**config.mk**
```make
export PLATFORM = sky130hd
export DESIGN_NAME = fetch_buf
export DESIGN_NICKNAME = d
export VERILOG_FILES = /design/src/rtl/fetch_buf.sv
export SDC_FILE = /design/constraint.sdc
export NUM_CORES = 1
export LEC_CHECK = 0
export BUFFER_PORTS_ARGS = -buffer_cell sky130_fd_sc_hd__buf_2
export CORE_ASPECT_RATIO = 0.9
export CORE_MARGIN = 1
export CORE_UTILIZATION = 50
export CTS_CLUSTER_SIZE = 8
export DETAILED_ROUTE_END_ITERATION = 12
export PLACE_DENSITY = 0.72
export SLEW_MARGIN = 25
export SYNTH_ARGS = -nofsm -noshare
export SYNTH_HDL_FRONTEND = slang
export SYNTH_SLANG_ARGS = --single-unit
```
**constraint.sdc**
```tcl
create_clock -name clk -period 34.4 [get_ports clk]
set_input_delay 3.44 -clock clk [delete_from_list [all_inputs] [get_ports clk]]
set_output_delay 3.44 -clock clk [all_outputs]
set_load 0.05 [all_outputs]
```
**src/rtl/fetch_buf.sv**
```systemverilog
// fetch_buf: instruction fetch buffer sitting directly upstream of the icache.
//
// It issues line fetch requests, captures in-order line responses into a small
// circular queue, and hands one instruction per cycle to decode. A redirect
// flushes the queue and bumps the epoch. Responses carrying an older epoch are
// then recognised by their id and dropped.
//
// Optional build macro: FB_RSP_BYPASS_EN. When it is defined, the first word of
// a line that targets an empty queue head goes to decode in the same cycle the
// response arrives. When it is undefined, that word appears one cycle later.
//
// Ports:
//   clk             clock
//   reset           asynchronous, active-high reset
//   fb_ic_req_nnn   registered line request {valid, id, addr}
//   ic_fb_rsp_nnn   line response {valid, id, data.W[CL_SZ_WORDS]}
//   redirect_valid  flush and restart fetch at redirect_pc
//   redirect_pc     new fetch PC (word aligned)
//   fb_de_valid     instruction available to decode
//   fb_de_instr     instruction word
//   fb_de_pc        PC of fb_de_instr
//   de_fb_ready     decode accepts this cycle

package fetch_buf_pkg;
  localparam int CL_SZ_WORDS = 4;
  localparam int MEM_ID_W    = 8;

  typedef struct packed {
    logic [CL_SZ_WORDS-1:0][31:0] W;
  } t_line;

  typedef struct packed {
    logic                valid;
    logic [MEM_ID_W-1:0] id;
    logic [31:0]         addr;
  } t_mem_req;

  typedef struct packed {
    logic                valid;
    logic [MEM_ID_W-1:0] id;
    t_line               data;
  } t_mem_rsp;
endpackage

module fetch_buf
  import fetch_buf_pkg::*;
#(
  parameter int          NUM_ENTRIES    = 4,
  parameter int          EPOCH_BITS     = 3,
  parameter int          ICACHE_LATENCY = 1,
  parameter logic [31:0] RESET_PC       = 32'h0
) (
  input  logic        clk,
  input  logic        reset,
  output t_mem_req    fb_ic_req_nnn,
  input  t_mem_rsp    ic_fb_rsp_nnn,
  input  logic        redirect_valid,
  input  logic [31:0] redirect_pc,
  output logic        fb_de_valid,
  output logic [31:0] fb_de_instr,
  output logic [31:0] fb_de_pc,
  input  logic        de_fb_ready
);

  localparam int IDX_W = (NUM_ENTRIES > 1) ? $clog2(NUM_ENTRIES) : 1;
  localparam int WI_W  = (CL_SZ_WORDS > 1) ? $clog2(CL_SZ_WORDS) : 1;

  localparam logic [1:0] ST_FREE = 2'd0;
  localparam logic [1:0] ST_PEND = 2'd1;
  localparam logic [1:0] ST_FULL = 2'd2;

  localparam logic [31:0]     LINE_BYTES = 32'(CL_SZ_WORDS * 4);
  localparam logic [WI_W-1:0] LAST_WORD  = WI_W'(CL_SZ_WORDS - 1);

  logic [1:0]            state_q   [NUM_ENTRIES];
  logic [1:0]            state_d   [NUM_ENTRIES];
  logic [31:0]           base_pc_q [NUM_ENTRIES];
  logic [31:0]           base_pc_d [NUM_ENTRIES];
  t_line                 data_q    [NUM_ENTRIES];
  t_line                 data_d    [NUM_ENTRIES];
  logic [IDX_W-1:0]      head_q, head_d;
  logic [IDX_W-1:0]      alloc_q, alloc_d;
  logic [WI_W-1:0]       word_idx_q, word_idx_d;
  logic [EPOCH_BITS-1:0] epoch_q, epoch_d;
  logic [31:0]           fetch_pc_q, fetch_pc_d;
  t_mem_req              req_q, req_d;

  logic [IDX_W-1:0]      rsp_idx;
  logic [EPOCH_BITS-1:0] rsp_epoch;
  logic                  issue;
  logic                  capture;
  logic                  bypass;
  logic                  accept;
  logic                  unused_rsp_id_hi;

  assign rsp_idx   = ic_fb_rsp_nnn.id[IDX_W-1:0];
  assign rsp_epoch = ic_fb_rsp_nnn.id[IDX_W +: EPOCH_BITS];
  assign unused_rsp_id_hi = ^ic_fb_rsp_nnn.id;

  // Issue only into a FREE slot, so every response always has a home.
  assign issue   = (state_q[alloc_q] == ST_FREE) && !redirect_valid;
  assign capture = ic_fb_rsp_nnn.valid && (rsp_epoch == epoch_q) &&
                   (state_q[rsp_idx] == ST_PEND) && !redirect_valid;

`ifdef FB_RSP_BYPASS_EN
  // Capture already implies the target is PEND, so a head hit means the queue is empty.
  assign bypass = capture && (rsp_idx == head_q) && (word_idx_q == '0);
`else
  assign bypass = 1'b0;
`endif

  assign fb_de_valid = ((state_q[head_q] == ST_FULL) || bypass) && !redirect_valid;
  assign fb_de_instr = bypass ? ic_fb_rsp_nnn.data.W[0] : data_q[head_q].W[word_idx_q];
  assign fb_de_pc    = base_pc_q[head_q] + (32'(word_idx_q) << 2);
  assign accept      = fb_de_valid && de_fb_ready;

  assign fb_ic_req_nnn = req_q;

  always_comb begin
    state_d    = state_q;
    base_pc_d  = base_pc_q;
    data_d     = data_q;
    head_d     = head_q;
    alloc_d    = alloc_q;
    word_idx_d = word_idx_q;
    epoch_d    = epoch_q;
    fetch_pc_d = fetch_pc_q;
    req_d      = '0;

    if (redirect_valid) begin
      for (int i = 0; i < NUM_ENTRIES; i++) begin
        state_d[i] = ST_FREE;
      end
      head_d     = '0;
      alloc_d    = '0;
      word_idx_d = '0;
      epoch_d    = epoch_q + EPOCH_BITS'(1);
      fetch_pc_d = redirect_pc;
    end else begin
      if (issue) begin
        state_d[alloc_q]   = ST_PEND;
        base_pc_d[alloc_q] = fetch_pc_q;
        fetch_pc_d         = fetch_pc_q + LINE_BYTES;
        alloc_d            = alloc_q + IDX_W'(1);
        req_d.valid        = 1'b1;
        req_d.id           = MEM_ID_W'({epoch_q, alloc_q});
        req_d.addr         = fetch_pc_q;
      end
      if (capture) begin
        state_d[rsp_idx] = ST_FULL;
        data_d[rsp_idx]  = ic_fb_rsp_nnn.data;
      end
      // Runs after capture so a bypassed line lands FULL at word 1 (or FREE for 1-word lines).
      if (accept) begin
        if (word_idx_q == LAST_WORD) begin
          state_d[head_q] = ST_FREE;
          head_d          = head_q + IDX_W'(1);
          word_idx_d      = '0;
        end else begin
          word_idx_d = word_idx_q + WI_W'(1);
        end
      end
    end
  end

  always_ff @(posedge clk or posedge reset) begin
    if (reset) begin
      for (int i = 0; i < NUM_ENTRIES; i++) begin
        state_q[i] <= ST_FREE;
      end
      head_q     <= '0;
      alloc_q    <= '0;
      word_idx_q <= '0;
      epoch_q    <= '0;
      fetch_pc_q <= RESET_PC;
      req_q      <= '0;
    end else begin
      state_q    <= state_d;
      head_q     <= head_d;
      alloc_q    <= alloc_d;
      word_idx_q <= word_idx_d;
      epoch_q    <= epoch_d;
      fetch_pc_q <= fetch_pc_d;
      req_q      <= req_d;
    end
  end

  // Line payload carries no reset; its FREE/PEND/FULL state guards every read.
  always_ff @(posedge clk) begin
    base_pc_q <= base_pc_d;
    data_q    <= data_d;
  end

  // The epoch must outlive every response still in flight when a redirect lands.
  always @(posedge clk) begin
    if (!reset) begin
      assert (2**EPOCH_BITS > ICACHE_LATENCY + 1)
        else $error("fetch_buf: EPOCH_BITS too narrow for ICACHE_LATENCY");
      if (ic_fb_rsp_nnn.valid && (rsp_epoch == epoch_q)) begin
        assert (state_q[rsp_idx] == ST_PEND)
          else $error("fetch_buf: current-epoch response to a non-pending entry");
      end
    end
  end

endmodule

```
==> summary.md <==
| Metric | Value |
|---|---|
| Die Y-Extent | 229 um |
| CP Cell Sequence | mux4_2 > ha_1 > inv_1 > fa_1 > inv_1 > nand4_1 > nor4_4 > nand4_1 > xnor2_1 > buf_2 |
| Startpoint Class | flop |
| Num rows | 82 |
| RR Startpoint | epoch_q[1] |
| Final slew viol count | 0 |
| Synthesized area per cell | around 21 um^2 |
| Yosys top cell by area | edfxtp_1 |
| Die width | ~250 um |
| Critical path class | reg2out |
| Async S/R FF share, synth | 0.120 |
| Number of buffer cells added on primary ports | 272 |
| Grt met1 use | 0.293 |
| Met3 usage | 0.0511 |
| Class of the worst hold path | reg2reg |
| FF+latch count, synth | 727 |
| Most common cell after layout, fill and taps aside | edfxtp_1 |
| Grt ovf | 0 |
| Crit-path leading delay family | flip-flops |
| Post-synthesis mux area share | 0.158 |
| Switching Share | 0.245 |
| WP buf/inv | 3 |
| CTS Sinks | 727 |
| Arrival @ worst endpoint | ~4.6 ns |
| Cts repair resizes | 0 |
| Initial antenna violation count | 9 |
| Crit. Startpoint | head_q[1] |
| Clock latency on the worst-skew pair | 0.65 ns |
| Worst setup EP type | output port |
| Total core area | 56,000 um^2 |
| Slew HR | 0.289 |
| Initial Util | 0.509 |
| DIE AREA | 58,000 um^2 |
| ANT nets after route | 0 |
| Post-Synth Simple-Gate Area | 0.0451 |
| Post-CTS setup buffers | 0 |
| Vias in the first global route | 15,100 |
| Combinational share of power | 0.095 |
| Number of synthesized flops with an enable pin | 640 |
| Synth area leaders | edfxtp_1 67%, mux4_2 14%, dfrtp_1 7.6% |
| Drt total wl | 60.3 mm |
| Synth Area in Adders | 0.00641 |
| Synth cell types | 56 |
| Sequential cell area fraction in the yosys report | 0.750 |
| Minimum clock period | 8.04 ns |
| Power per standard cell area | ~63 nW/um^2 |
| Sum of negative setup slack | 0 ns |
| Clk root buf | clkbuf_16 |
| RSZ-0062 raised after global routing | false |
| Crit-path max FO | between 60 and 70 |
| CP required | 30.96 ns |
| P_leak | 11.5 nW |
| First-pass GRT wire length | 91.6 mm |
| Drt drc | 0 |
| Worst path max stage delay | 1.05 ns |
| Hold-fix buffers at CTS | 0 |
| Largest family of logic cells by synthesized area | multiplexers |
| Final hold viol count | 0 |
| Synthesized instance count | about 1,400 |
| Vias per Instance | 5.76 |
| CTS tree | done |
| Psw | about 0.00052 W |
| Synth Area in Compound Gates | 0.00944 |
| Area grow syn2layout | 17.5% |
| DR iter-0 viols | approximately 1,200 |
| Gp weighted congestion | slightly above 0.8 |
| Seq pwr share | 0.490 |
| Post-DP HPWL | 34.9 mm |
| Top_reg_cell synth | edfxtp_1 |
| Gr busiest metal | met2 |
| First-pass DRT Iterations | 5 |
| Final period utilization | 0.234 |
| Synth top area share | 0.674 |
| Layout Nets | 1,874 |
| Measured slew at the worst slew-check pin | 1.07 ns |
| H-Tree Level Count | 3 |
| YS warnings | 0 |
| Clk network pwr share | 0.415 |
| Pin count of the biggest net entering global routing | 131 |
| Num CTS Buffers | 100 |
| Layout cells sized above 1 | 0.352 |
| Reg clk slew, reported paths | 0.05 ns |
| Int Power | about 0.0016 W |
| F_max | 124 MHz |
| Worst VDD drop | 0.0609 mV |
| Synthesized cell area | 28,500 um^2 |
| Drt wl/cell | between 20 and 25 um |
| Most frequent cells in the layout | 640 x edfxtp_1, 272 x buf_2, 180 x mux4_2, 101 x clkbuf_16, 84 x dfrtp_1 |
| DP Area | between 30,000 and 40,000 um^2 |
| Hold wc startpoint | epoch_q[2] |
| I/O pin count | 279 |
| Met2 usage | 0.338 |
| Run status | finished clean |
| Post-route cell area | ~34,000 um^2 |
| Number of fill cells | 4,060 |
| Clock skew | 0.0233 ns |
| Post-synthesis xor/xnor area fraction | 0.0169 |
| Clk buf depth | 3 |
| Setup-failing EPs final | 0 |
| Max Cap Violations | 0 |
| Via count | 14,400 |
| Slowest CP cell | dfrtp_4 |
| All-Layer GR Usage | 0.213 |
[synth_stat cells (all sizes together), types with 2 or more instances]
cell / instances
a21oi: 6
a31oi: 2
a41oi: 2
and2: 2
and3: 47
and4: 5
buf: 31
clkbuf: 37
dfrtp: 87
edfxtp: 640
ha: 13
inv: 12
mux2: 2
mux2i: 3
mux4: 195
nand2: 62
nand2b: 4
nand3: 25
nand4: 17
nor2: 33
nor2b: 4
nor3: 11
nor3b: 5
nor4: 6
o211ai: 4
o21a: 4
o21ai: 25
or2: 6
or4: 4
xnor2: 35
xor2: 20
[final timing paths]
check / slack, ns / depth (start not counted) / end
setup / recovery: 26.36 / 10 / fb_de_pc[28]
hold / removal: 0.52 / 1 / epoch_q[2]
setup reg to reg: 30.29 / 6 / data_q[363]
hold reg to reg: 0.52 / 1 / epoch_q[2]
max in group asynchronous: 30.39 / 3 / fb_ic_req_nnn[19]
min in group asynchronous: 2.84 / 2 / fetch_pc_q[4]
[metal layers]
layer | share of wire | up-vias
met5 | 0.00068 | -
met4 | 0.025 | 6
met3 | 0.067 | 111
met2 | 0.50 | 525
met1 | 0.41 | 7493
li1 | - | 6228
[worst reg2reg max path: stages (launching register included)]
cell,delay [ns]
dfrtp_1,0.42
xnor2_1,0.16
nand3_1,0.10
nor4_1,0.75
and4b_4,0.64
buf_4,0.81
buf_4,0.80
[power groups by stage]
stage	sequential, W	combinational (W)	clock [W]
finish	0.00104	0.000202	0.000878
detailed placement	0.00105	0.000202	0
global placement	0.00105	0.000197	0
floorplan	0.00107	0.000112	0
global route	0.00104	0.000215	0.000932
CTS	0.00104	0.000203	0.000895
[flip-flops by register name, indices dropped and copies added, names as in the netlist]
| register | flops |
|---|---|
| alloc_q | 2 |
| base_pc_q | 128 |
| data_q | 512 |
| epoch_q | 3 |
| fb_ic_req_nnn | 38 |
| fetch_pc_q | 32 |
| head_q | 2 |
| state_q | 8 |
| word_idx_q | 2 |
[cells by family after synthesis]
group | Yosys count
AO/OA/AOI/OAI | 46
AND/OR/NAND/NOR | 235
XOR/XNOR | 55
buffers and inverters | 81
multiplexers | 200
adder cells (fa/ha/maj) | 14
other | 1
flip-flops | 727
[per-stage QoR]
step           power [W]  cells  hold WS [ns]  setup slack, ns  utilization
4_1_cts          0.00213   2483         0.522            26.33        0.597
6_report         0.00212   2492         0.518            26.36        0.598
3_3_place_gp     0.00125   2340         0.495            26.50        0.548
5_1_grt          0.00219   2487         0.534            26.13        0.598
2_1_floorplan    0.00118   1361         0.476            15.80            -
3_5_place_dp     0.00125   2340         0.511            26.47        0.548
[layout make-up]
cell class,count,area (um^2),area share
flip-flops and latches,727,21400,0.639
clock buffers,137,2660,0.0795
repair buffers,292,1570,0.0468
well taps,756,946,0.0282
diodes,8,20.0,0.000597
inverters,13,50.0,0.00149
multi-input cells,553,6750,0.201
clock inverters,6,104,0.00310
Note: power is estimated with default switching activity, not from simulation.
